## src/rtl/hwag_pkg.sv

```systemverilog
// Shared types and constants for the angle-driven coil scheduling blocks.
package hwag_pkg;

    typedef enum logic [1:0] {
        IDLE  = 2'd0,
        ARMED = 2'd1,
        DWELL = 2'd2,
        DONE  = 2'd3
    } ch_state_t;

    localparam int ANGLE_W = 16;
    localparam logic [ANGLE_W-1:0] ANGLE_TOP = 16'd3839;

    localparam logic CFG_ON  = 1'b0;
    localparam logic CFG_OFF = 1'b1;

endpackage

```

## src/rtl/coil_channel.sv

```systemverilog
// One ignition coil channel: shadowed on/off angles, dwell FSM,
// max-dwell guard and sticky fault.
module coil_channel
    import hwag_pkg::*;
#(
    parameter int AW = 16,
    parameter int DW = 24,
    parameter logic [DW-1:0] MAX_DWELL = 24'd160000,
    parameter logic [AW-1:0] ANGLE_TOP = 16'd3839
) (
    input  logic          clk,
    input  logic          rst,
    input  logic          hwag_start,
    input  logic          en,
    input  logic [AW-1:0] angle,
    input  logic          angle_upd,
    input  logic          rev_start,
    input  logic          cfg_we,
    input  logic          cfg_sel,
    input  logic [AW-1:0] cfg_data,
    input  logic          fault_clr,
    output logic          coil,
    output logic          fault,
    output logic          armed
);

    ch_state_t     state, state_n;
    logic [AW-1:0] on_sh, off_sh;
    logic [AW-1:0] on_act, off_act;
    logic [AW-1:0] on_eff, off_eff;
    logic [DW-1:0] timer, timer_n;
    logic          wrapped, wrapped_n;
    logic          commit, commit_rev;
    logic          fault_set;
    logic          live, in_range, on_hit, off_hit, at_max;

    // Revolution commit is visible to this cycle's match and liveness.
    assign commit_rev = rev_start && (state != DWELL);
    assign on_eff     = commit_rev ? on_sh  : on_act;
    assign off_eff    = commit_rev ? off_sh : off_act;

    assign live     = hwag_start && en && (on_eff != off_eff);
    assign in_range = angle <= ANGLE_TOP;
    assign on_hit   = angle_upd && in_range && (angle == on_eff);
    assign off_hit  = angle_upd && in_range && (angle == off_eff);
    assign at_max   = timer == MAX_DWELL - 1'b1;

    always_comb begin
        state_n   = state;
        timer_n   = timer;
        wrapped_n = wrapped;
        commit    = commit_rev;
        fault_set = 1'b0;
        if (!live) begin
            state_n   = IDLE;
            timer_n   = '0;
            wrapped_n = 1'b0;
            commit    = commit_rev || (state == DWELL);
        end else begin
            unique case (state)
                IDLE: begin
                    if (rev_start) state_n = ARMED;
                end
                ARMED: begin
                    if (on_hit) begin
                        state_n = DWELL;
                        timer_n = '0;
                    end
                end
                DWELL: begin
                    if (!at_max) timer_n = timer + 1'b1;
                    if (rev_start) begin
                        wrapped_n = 1'b1;
                    end else if (off_hit) begin
                        state_n   = wrapped ? ARMED : DONE;
                        wrapped_n = 1'b0;
                        commit    = 1'b1;
                    end else if (at_max) begin
                        state_n   = DONE;
                        wrapped_n = 1'b0;
                        commit    = 1'b1;
                        fault_set = 1'b1;
                    end
                end
                DONE: begin
                    if (rev_start) state_n = ARMED;
                end
            endcase
        end
    end

    always_ff @(posedge clk) begin
        if (rst) begin
            state   <= IDLE;
            timer   <= '0;
            wrapped <= 1'b0;
            on_sh   <= '0;
            off_sh  <= '0;
            on_act  <= '0;
            off_act <= '0;
            coil    <= 1'b0;
            armed   <= 1'b0;
            fault   <= 1'b0;
        end else begin
            state   <= state_n;
            timer   <= timer_n;
            wrapped <= wrapped_n;
            coil    <= state_n == DWELL;
            armed   <= state_n == ARMED;
            if (fault_set) fault <= 1'b1;
            else if (fault_clr) fault <= 1'b0;
            if (commit) begin
                on_act  <= on_sh;
                off_act <= off_sh;
            end
            if (cfg_we) begin
                if (cfg_sel == CFG_ON) on_sh <= cfg_data;
                else off_sh <= cfg_data;
            end
        end
    end

endmodule

```

## src/rtl/coil_scheduler.sv

```systemverilog
// Multi-channel ignition coil scheduler: decodes shadow writes and
// fans the angle stream out to one coil_channel per coil.
module coil_scheduler
    import hwag_pkg::*;
#(
    parameter int CH = 4,
    parameter int AW = 16,
    parameter int DW = 24,
    parameter logic [DW-1:0] MAX_DWELL = 24'd160000,
    parameter logic [AW-1:0] ANGLE_TOP = 16'd3839
) (
    input  logic                  clk,
    input  logic                  rst,
    input  logic                  hwag_start,
    input  logic [AW-1:0]         angle,
    input  logic                  angle_upd,
    input  logic                  rev_start,
    input  logic                  cfg_we,
    input  logic [$clog2(CH)-1:0] cfg_ch,
    input  logic                  cfg_sel,
    input  logic [AW-1:0]         cfg_data,
    input  logic [CH-1:0]         ch_en,
    input  logic [CH-1:0]         fault_clr,
    output logic [CH-1:0]         coil,
    output logic [CH-1:0]         fault,
    output logic [CH-1:0]         armed
);

    logic [CH-1:0] ch_we;

    // Out-of-range channel numbers decode to no write at all.
    always_comb begin
        ch_we = '0;
        for (int i = 0; i < CH; i++) begin
            ch_we[i] = cfg_we && (int'(cfg_ch) == i);
        end
    end

    for (genvar i = 0; i < CH; i++) begin : g_ch
        coil_channel #(
            .AW(AW),
            .DW(DW),
            .MAX_DWELL(MAX_DWELL),
            .ANGLE_TOP(ANGLE_TOP)
        ) u_ch (
            .clk(clk),
            .rst(rst),
            .hwag_start(hwag_start),
            .en(ch_en[i]),
            .angle(angle),
            .angle_upd(angle_upd),
            .rev_start(rev_start),
            .cfg_we(ch_we[i]),
            .cfg_sel(cfg_sel),
            .cfg_data(cfg_data),
            .fault_clr(fault_clr[i]),
            .coil(coil[i]),
            .fault(fault[i]),
            .armed(armed[i])
        );
    end

endmodule

```

## config.mk

```make
export PLATFORM = sky130hd
export DESIGN_NAME = coil_scheduler
export DESIGN_NICKNAME = d
export VERILOG_FILES = /design/src/rtl/hwag_pkg.sv /design/src/rtl/coil_channel.sv /design/src/rtl/coil_scheduler.sv
export SDC_FILE = /design/constraint.sdc
export NUM_CORES = 1
export LEC_CHECK = 0
export BUFFER_PORTS_ARGS = -buffer_cell sky130_fd_sc_hd__buf_2
export CORE_MARGIN = 2
export CORE_UTILIZATION = 50
export DETAILED_ROUTE_END_ITERATION = 7
export PLACE_DENSITY_LB_ADDON = 0.1
export SETUP_SLACK_MARGIN = 0.5
export SLEW_MARGIN = 40
export SYNTH_ARGS = -nofsm -noshare
export SYNTH_HDL_FRONTEND = slang
export SYNTH_SLANG_ARGS = --single-unit
```

## constraint.sdc

```tcl
create_clock -name clk -period 3.5 [get_ports clk]
set_input_delay 0.525 -clock clk [delete_from_list [all_inputs] [get_ports clk]]
set_output_delay 0.525 -clock clk [all_outputs]
set_load 0.02 [all_outputs]
```

==> flow_metrics.env, run 1 <==
export IMPL_syn_avg_cell_area_sq_um=7.92
export IMPL_slew_violations=0
export IMPL_clk_latency_ns=0.60
export IMPL_peakVddDrop_uv=540
export IMPL_ant_nets=0
export IMPL_cts_clk_slew_worst_paths_ns=0.06
export IMPL_slew_headroom_pct=46.0
export IMPL_cts_hold_buf=0
export IMPL_drive_above_1_share_pct=13.6
export IMPL_fin_nets=2867
export IMPL_chipHeight_um=214
export IMPL_cp_start_kind="flop"
export IMPL_cp_common_cell="nor4_2"
export IMPL_power_mw=10.6
export IMPL_clock_skew_ns=0.0231
export IMPL_p_leak_nw=8.93
export IMPL_synth_area_leaders="dfxtp_1, nand2_1, xnor2_1"
export IMPL_multi_input_area_sq_um=14000
export IMPL_crit_path_top_delay_cell="dfxtp_2"
export IMPL_timing_hold_violations_final=0
export IMPL_gp_congestion=0.958
export IMPL_maxCapViolCount=0
export IMPL_rsz0062_at_grt="true"
export IMPL_synth_most_common_cell="nand2_1"
export IMPL_syn2layout_area_growth_pct=16.2
export IMPL_postSynthCellCount=2798
export IMPL_grt_total_usage_pct=31.3
export IMPL_viasPerCell=6.27
export IMPL_worstSetupPathType="reg2reg"
export IMPL_clock_sinks=376
export IMPL_finalHoldWorstSlack_ns=0.181
export IMPL_start_util_pct=50.4
export IMPL_synth_edff_count=0
export IMPL_grt_pass1_wl_um=115000
export IMPL_end_kind="flop"
export IMPL_cts_htree_levels=2
export IMPL_rows=77
export IMPL_dp_slack_ns=0.0709
export IMPL_setup_viol=0
export IMPL_die_area_sq_um=46000
export IMPL_arrival_ns=3.45
export IMPL_synth_cell_types=85
export IMPL_path_cells="inv_1 > ha_1 > nand2b_2 > buf_12 > mux2i_2 > xnor2_2 > nor4_2 > a41oi_2 > buf_8 > nor4_2 > xnor2_1 > nor2_1"
export IMPL_min_period_ns=2.97
export IMPL_cp_max_fo=35
export IMPL_yosysTopAreaCell="dfxtp_1"
export IMPL_setup_tns_final_ns=0
export IMPL_vias=21500
export IMPL_portBuffers=60
export IMPL_cts_tree="yes"
export IMPL_status="finished clean"
export IMPL_syn_num_nets=2863
export IMPL_yosysSeqAreaShare_pct=34.0
export IMPL_async_flop_share_pct=0
export IMPL_drc_errors=0
export IMPL_cpPeakStageDelay_ns=0.38
export IMPL_overflow=0
export IMPL_worst_pin_slew_ns=0.808
export IMPL_ys_warn_count=0
export IMPL_crit_family="simple AND/OR/NAND/NOR gates"
export IMPL_wl_per_cell_um=22.2
export IMPL_yosys_top_cells_count="nand2_1, dfxtp_1, a21oi_1"
export IMPL_clock_path_buffers=3
export IMPL_grt_max_degree=75
export IMPL_cts_root_buf="clkbuf_16"
export IMPL_ff_latch_area_sq_um=7540
export IMPL_yosysTopAreaCellShare_pct=34.0
export IMPL_fillCellCount=4068
export IMPL_grt_pass1_vias=19700
export IMPL_timing_final_ws_setup_ns=0.531
export IMPL_syn_area_sq_um=22100
export IMPL_ys_seq_elements=376
export IMPL_period_share_pct=84.8
export IMPL_drt_iter0_markers=2373
export IMPL_core_sq_um=43900
export IMPL_antenna_found_initial=4
export IMPL_critPathBufInv=3
export IMPL_required_ns=3.98
export IMPL_io_pins=61
export IMPL_synth_main_ff_cell="dfxtp_1"
export IMPL_cts_made_buffers=44
export IMPL_hold_class="in2reg"
export IMPL_firstDrtPassIters=6
export IMPL_dieWidth_um=214
export IMPL_powerDensity_nw_per_um2=413
export IMPL_timing_fmax_mhz=337
export IMPL_dp_hpwl_um=50300
export IMPL_wirelength_um=76100
[layout make-up]
class / count / area share (%)
Clock inverter: 22 / 1.14
Antenna cell: 1 / 0.00973
Multi-Input combinational cell: 2120 / 54.4
Sequential cell: 376 / 29.3
Timing Repair Buffer: 179 / 6.13
Clock buffer: 60 / 5.02
Inverter: 81 / 1.18
Tap cell: 592 / 2.88
[metrics by stage]
step / std cells / util, % / area (sq um)
after CTS: 3413 / 57.2 / 25100
after global placement: 3322 / 52.9 / 23200
after global routing: 3430 / 58.6 / 25700
after floorplan: 2798 / - / 22100
final: 3431 / 58.6 / 25700
after detailed placement: 3323 / 52.9 / 23300
[path summary, 6_finish.rpt]
kind                                                         from  slack, ns  cells after the start                             endpoint
worst max-delay path             g_ch[1].u_ch.state[0]$_SDFF_PP0_       0.53                     12  g_ch[1].u_ch.timer[10]$_SDFFE_PP0P_
worst min-delay path                                 fault_clr[0]       0.18                      3      g_ch[0].u_ch.fault$_SDFFE_PP0P_
worst max register to register   g_ch[1].u_ch.state[0]$_SDFF_PP0_       0.53                     12  g_ch[1].u_ch.timer[10]$_SDFFE_PP0P_
worst min register to register  g_ch[2].u_ch.wrapped$_SDFFE_PP0P_       0.46                      2    g_ch[2].u_ch.wrapped$_SDFFE_PP0P_
[report_power, final]
group / leakage, nW / switching (mW) / internal (mW)
Clock: 0.792 / 1.98 / 3.04
Sequential: 3.05 / 0.122 / 4.36
Combinational: 5.09 / 0.696 / 0.426
[layout by cell type, fill, tap and decap left out, drive strengths merged, types with 12 or more instances in the layout]
cell type / instances
nand3: 91
a2111oi: 18
o31ai: 12
nor2b: 32
nor3: 76
and2: 24
o22ai: 14
o21ai: 49
nor4: 56
and3: 38
a221oi: 13
ha: 16
nand4: 66
inv: 83
a31oi: 61
or4: 13
dfxtp: 376
a221o: 32
a22oi: 34
a2bb2oi: 34
o21a: 31
nor2: 184
o221a: 27
a32oi: 16
mux2i: 74
nand2: 409
clkbuf: 64
xnor2: 175
a211oi: 13
buf: 173
xor2: 111
nand2b: 21
o221ai: 40
a21oi: 230
clkinv: 13
[flip-flops by register name, summed over array words and instances (netlist names)]
signal,count
g_ch.u_ch.armed,4
g_ch.u_ch.off_sh,64
g_ch.u_ch.off_act,64
g_ch.u_ch.fault,4
g_ch.u_ch.coil,4
g_ch.u_ch.on_sh,64
g_ch.u_ch.wrapped,4
g_ch.u_ch.state,8
g_ch.u_ch.on_act,64
g_ch.u_ch.timer,96
[worst reg2reg max path, cell delays in order (launching register included)]
cell and delay (ns):
dfxtp_2 0.38, inv_1 0.06, ha_1 0.20, nand2b_2 0.26
buf_12 0.24, mux2i_2 0.32, xnor2_2 0.17, nor4_2 0.27
a41oi_2 0.19, buf_8 0.22, nor4_2 0.34, xnor2_1 0.16
nor2_1 0.05
[kinds of logic after synthesis]
logic type                 share of synthesized area (%)
and+or+nand+nor                                     22.9
xor gates and xnor gates                            11.3
DFF                                                 34.0
AOI/OAI and AO/OA                                   21.5
muxes                                               3.45
adders and majority gates                          0.904
buffers and inverters                               5.94
[routing by layer]
metal  routed length, um  vias to the layer above  global-route usage, %
met5                  43                        -                      0
met3                7340                      209                   7.01
li1                    -                    10100                      -
met2               33000                     1029                   47.1
met4                3290                        6                   14.0
met1               32400                    10200                   42.9
[repair_timing]
action | CTS | global route
pin swaps | 6 | 14
endpoints found under the setup margin | 190 | 227
buffers inserted | 4 | 9
endpoints found under the hold margin | 0 | 0
gates cloned | 4 | 7
gates resized for setup | 36 | 80
Power figures use the tool's default switching activity.
==> run 2, diff against run 1 <==
ABC_AREA = 1   (was default)
clock period = 2.8 ns   (was 3.5 ns; I/O delays follow)
==> flow_metrics.env, run 2 <==
export IMPL_fin_area_sq_um=32500
export IMPL_ys_seq_elements=376
export IMPL_wirelength_um=89000
export IMPL_crit_family="buffers and inverters"
export IMPL_yosysTopAreaCellShare_pct=31.4
export IMPL_syn_num_nets=4076
export IMPL_slew_headroom_pct=46.3
export IMPL_maxCapViolCount=0
export IMPL_status="finished clean"
export IMPL_fillCellCount=4169
export IMPL_portBuffers=60
export IMPL_cts_clk_slew_worst_paths_ns=0.06
export IMPL_crit_path_top_delay_cell="dfxtp_2"
export IMPL_grt_pass1_wl_um=135000
export IMPL_synth_cell_types=42
export IMPL_overflow=0
export IMPL_firstDrtPassIters=7
export IMPL_cts_made_buffers=45
export IMPL_clock_skew_ns=0.0184
export IMPL_antenna_found_initial=3
export IMPL_chipHeight_um=223
export IMPL_die_area_sq_um=49800
export IMPL_synth_compound_area_share_pct=10.6
export IMPL_final_cell_mix="nand2_1, nor2_1, dfxtp_1"
export IMPL_yosys_top_cells_count="nand2_1, nor2_1, dfxtp_1"
export IMPL_clock_sinks=376
export IMPL_wl_per_cell_um=18.2
export IMPL_syn2layout_area_growth_pct=35.3
export IMPL_ant_nets=0
export IMPL_ys_warn_count=0
export IMPL_p_leak_nw=14.1
export IMPL_cpPeakStageDelay_ns=0.32
export IMPL_timing_fmax_mhz=378
export IMPL_hold_class="in2reg"
export IMPL_regMostFlops="g_ch.u_ch.timer"
export IMPL_powerDensity_nw_per_um2=456
export IMPL_rsz0062_at_grt="true"
export IMPL_clock_path_buffers=3
export IMPL_cts_root_buf="clkbuf_16"
export IMPL_arrival_ns=3.12
export IMPL_rows=80
export IMPL_gp_congestion=0.989
export IMPL_synthAdderAreaFrac_pct=0.834
export IMPL_syn_area_sq_um=24000
export IMPL_syn_avg_cell_area_sq_um=5.98
export IMPL_synthSimpleGateAreaFrac_pct=42.2
export IMPL_synth_area_leaders="dfxtp_1, nand2_1, nor2_1"
export IMPL_grt_max_degree=62
export IMPL_path_cells="inv_2 > ha_4 > buf_6 > nor2_4 > buf_6 > buf_12 > buf_16 > or2_4 > nand3_2 > nand2_2 > nor2_2 > nand2_1 > nor2_1 > nand2_1 > nand2_2 > buf_6 > nor2_4 > inv_2 > buf_6 > buf_6 > buf_12 > a21oi_2"
export IMPL_synth_top_family_by_area="simple AND/OR/NAND/NOR gates"
export IMPL_cts_tree="yes"
export IMPL_async_flop_share_pct=0
export IMPL_worst_pin_slew_ns=0.800
export IMPL_multi_input_area_sq_um=15900
export IMPL_dp_hpwl_um=55700
export IMPL_cp_common_cell="buf_6"
export IMPL_worstSetupPathType="reg2reg"
export IMPL_fin_util_pct=68.3
export IMPL_start_util_pct=50.5
export IMPL_drt_iter0_markers=2420
export IMPL_setup_viol=0
export IMPL_synth_xor_area_share_pct=3.61
export IMPL_synth_edff_count=0
export IMPL_ff2ff_setup_slack_ns=0.15
export IMPL_fin_nets=4317
export IMPL_drive_above_1_share_pct=23.9
export IMPL_required_ns=3.27
export IMPL_synth_main_ff_cell="dfxtp_1"
export IMPL_dieWidth_um=223
export IMPL_drc_errors=0
export IMPL_grt_pass1_vias=24900
export IMPL_cts_htree_levels=2
export IMPL_slew_violations=0
export IMPL_power_mw=14.8
export IMPL_yosysTopAreaCell="dfxtp_1"
export IMPL_viasPerCell=5.51
export IMPL_postSynthCellCount=4011
export IMPL_ff_latch_area_sq_um=7540
export IMPL_dpl_cell_area_sq_um=25800
export IMPL_clk_latency_ns=0.60
export IMPL_cp_max_fo=6
export IMPL_cts_hold_buf=0
export IMPL_timing_hold_violations_final=0
export IMPL_period_share_pct=94.5
export IMPL_grt_total_usage_pct=34.1
export IMPL_yosysSeqAreaShare_pct=31.4
export IMPL_min_period_ns=2.65
export IMPL_layout_commonest_cell="nand2_1"
export IMPL_end_kind="flop"
export IMPL_synth_mux_area_share_pct=0
export IMPL_peakVddDrop_uv=447
export IMPL_cp_start_kind="flop"
export IMPL_critPathBufInv=10
export IMPL_io_pins=61
export IMPL_largest_reg_flops=96
export IMPL_core_sq_um=47500
export IMPL_vias=27000
export IMPL_synth_most_common_cell="nand2_1"
run 2: timing repair:
item                                    4_1_cts  5_1_grt
setup buffers                                77       21
cloned                                       45       15
endpoints found under the setup margin      248      248
gates resized for setup                     482      328
pin swaps                                   126      108
run 2: cells by family (layout without fill, tap and decap cells):
| logic type | after synthesis | count (layout) |
|---|---|---|
| fa+ha+maj | 16 | 16 |
| flops | 376 | 376 |
| other cells | 0 | 1 |
| simple gates | 2403 | 2405 |
| compound gates | 501 | 501 |
| xor+xnor | 99 | 99 |
| buf+inv | 616 | 889 |
run 2: per-layer routing:
| layer | vias up | global-route usage [%] | wire (um) | share of wire, % |
|---|---|---|---|---|
| li1 | 13300 | - | - | - |
| met1 | 12400 | 44.2 | 37200 | 42 |
| met2 | 1045 | 55.7 | 40400 | 45 |
| met3 | 306 | 4.98 | 6420 | 7.2 |
| met4 | 0 | 16.7 | 5050 | 5.7 |
| met5 | - | 0 | 0 | 0 |
run 2: final timing paths:
kind	from	end	cells past startpoint
min reg2reg	g_ch[0].u_ch.on_act[11]$_SDFFE_PP0P_	g_ch[0].u_ch.on_act[11]$_SDFFE_PP0P_	2
max reg2reg	g_ch[0].u_ch.state[0]$_SDFF_PP0_	g_ch[0].u_ch.timer[11]$_SDFFE_PP0P_	22
max	g_ch[0].u_ch.state[0]$_SDFF_PP0_	g_ch[0].u_ch.timer[11]$_SDFFE_PP0P_	22
min	fault_clr[2]	g_ch[2].u_ch.fault$_SDFFE_PP0P_	4
run 2: through the flow:
step	std cells	hold slack [ns]	setup WS [ns]	TNS, ns
final	4902	0.0898	0.153	0
after CTS	4865	0.0727	0.240	0
after floorplan	4011	0.439	0.487	0
after detailed placement	4662	0.460	-0.0160	-0.0219
after global placement	4662	0.448	-0.0163	-0.201
after global routing	4902	0.0924	-0.00285	-0.00285
run 2: worst reg2reg max path, stage by stage (launching register included):
cell,delay (ns)
dfxtp_2,0.32
inv_2,0.08
ha_4,0.17
buf_6,0.11
nor2_4,0.04
buf_6,0.12
buf_12,0.12
buf_16,0.13
or2_4,0.22
nand3_2,0.06
nand2_2,0.05
nor2_2,0.12
nand2_1,0.07
nor2_1,0.11
nand2_1,0.08
nand2_2,0.09
buf_6,0.12
nor2_4,0.04
inv_2,0.09
buf_6,0.13
buf_6,0.10
buf_12,0.12
a21oi_2,0.04
run 2: power by group:
group | internal (mW) | switching [mW]
Combinational | 1.16 | 1.70
Clock | 3.80 | 2.48
Sequential | 5.53 | 0.130
run 2: cell type report:
| cell class | count | share of cell area (%) |
|---|---|---|
| Multi-Input combinational cell | 3021 | 49.1 |
| Sequential cell | 376 | 23.2 |
| Timing Repair Buffer | 409 | 15.8 |
| Inverter | 399 | 4.71 |
| Clock buffer | 64 | 4.16 |
| Tap cell | 615 | 2.37 |
| Clock inverter | 17 | 0.670 |
| Antenna cell | 1 | 0.00771 |
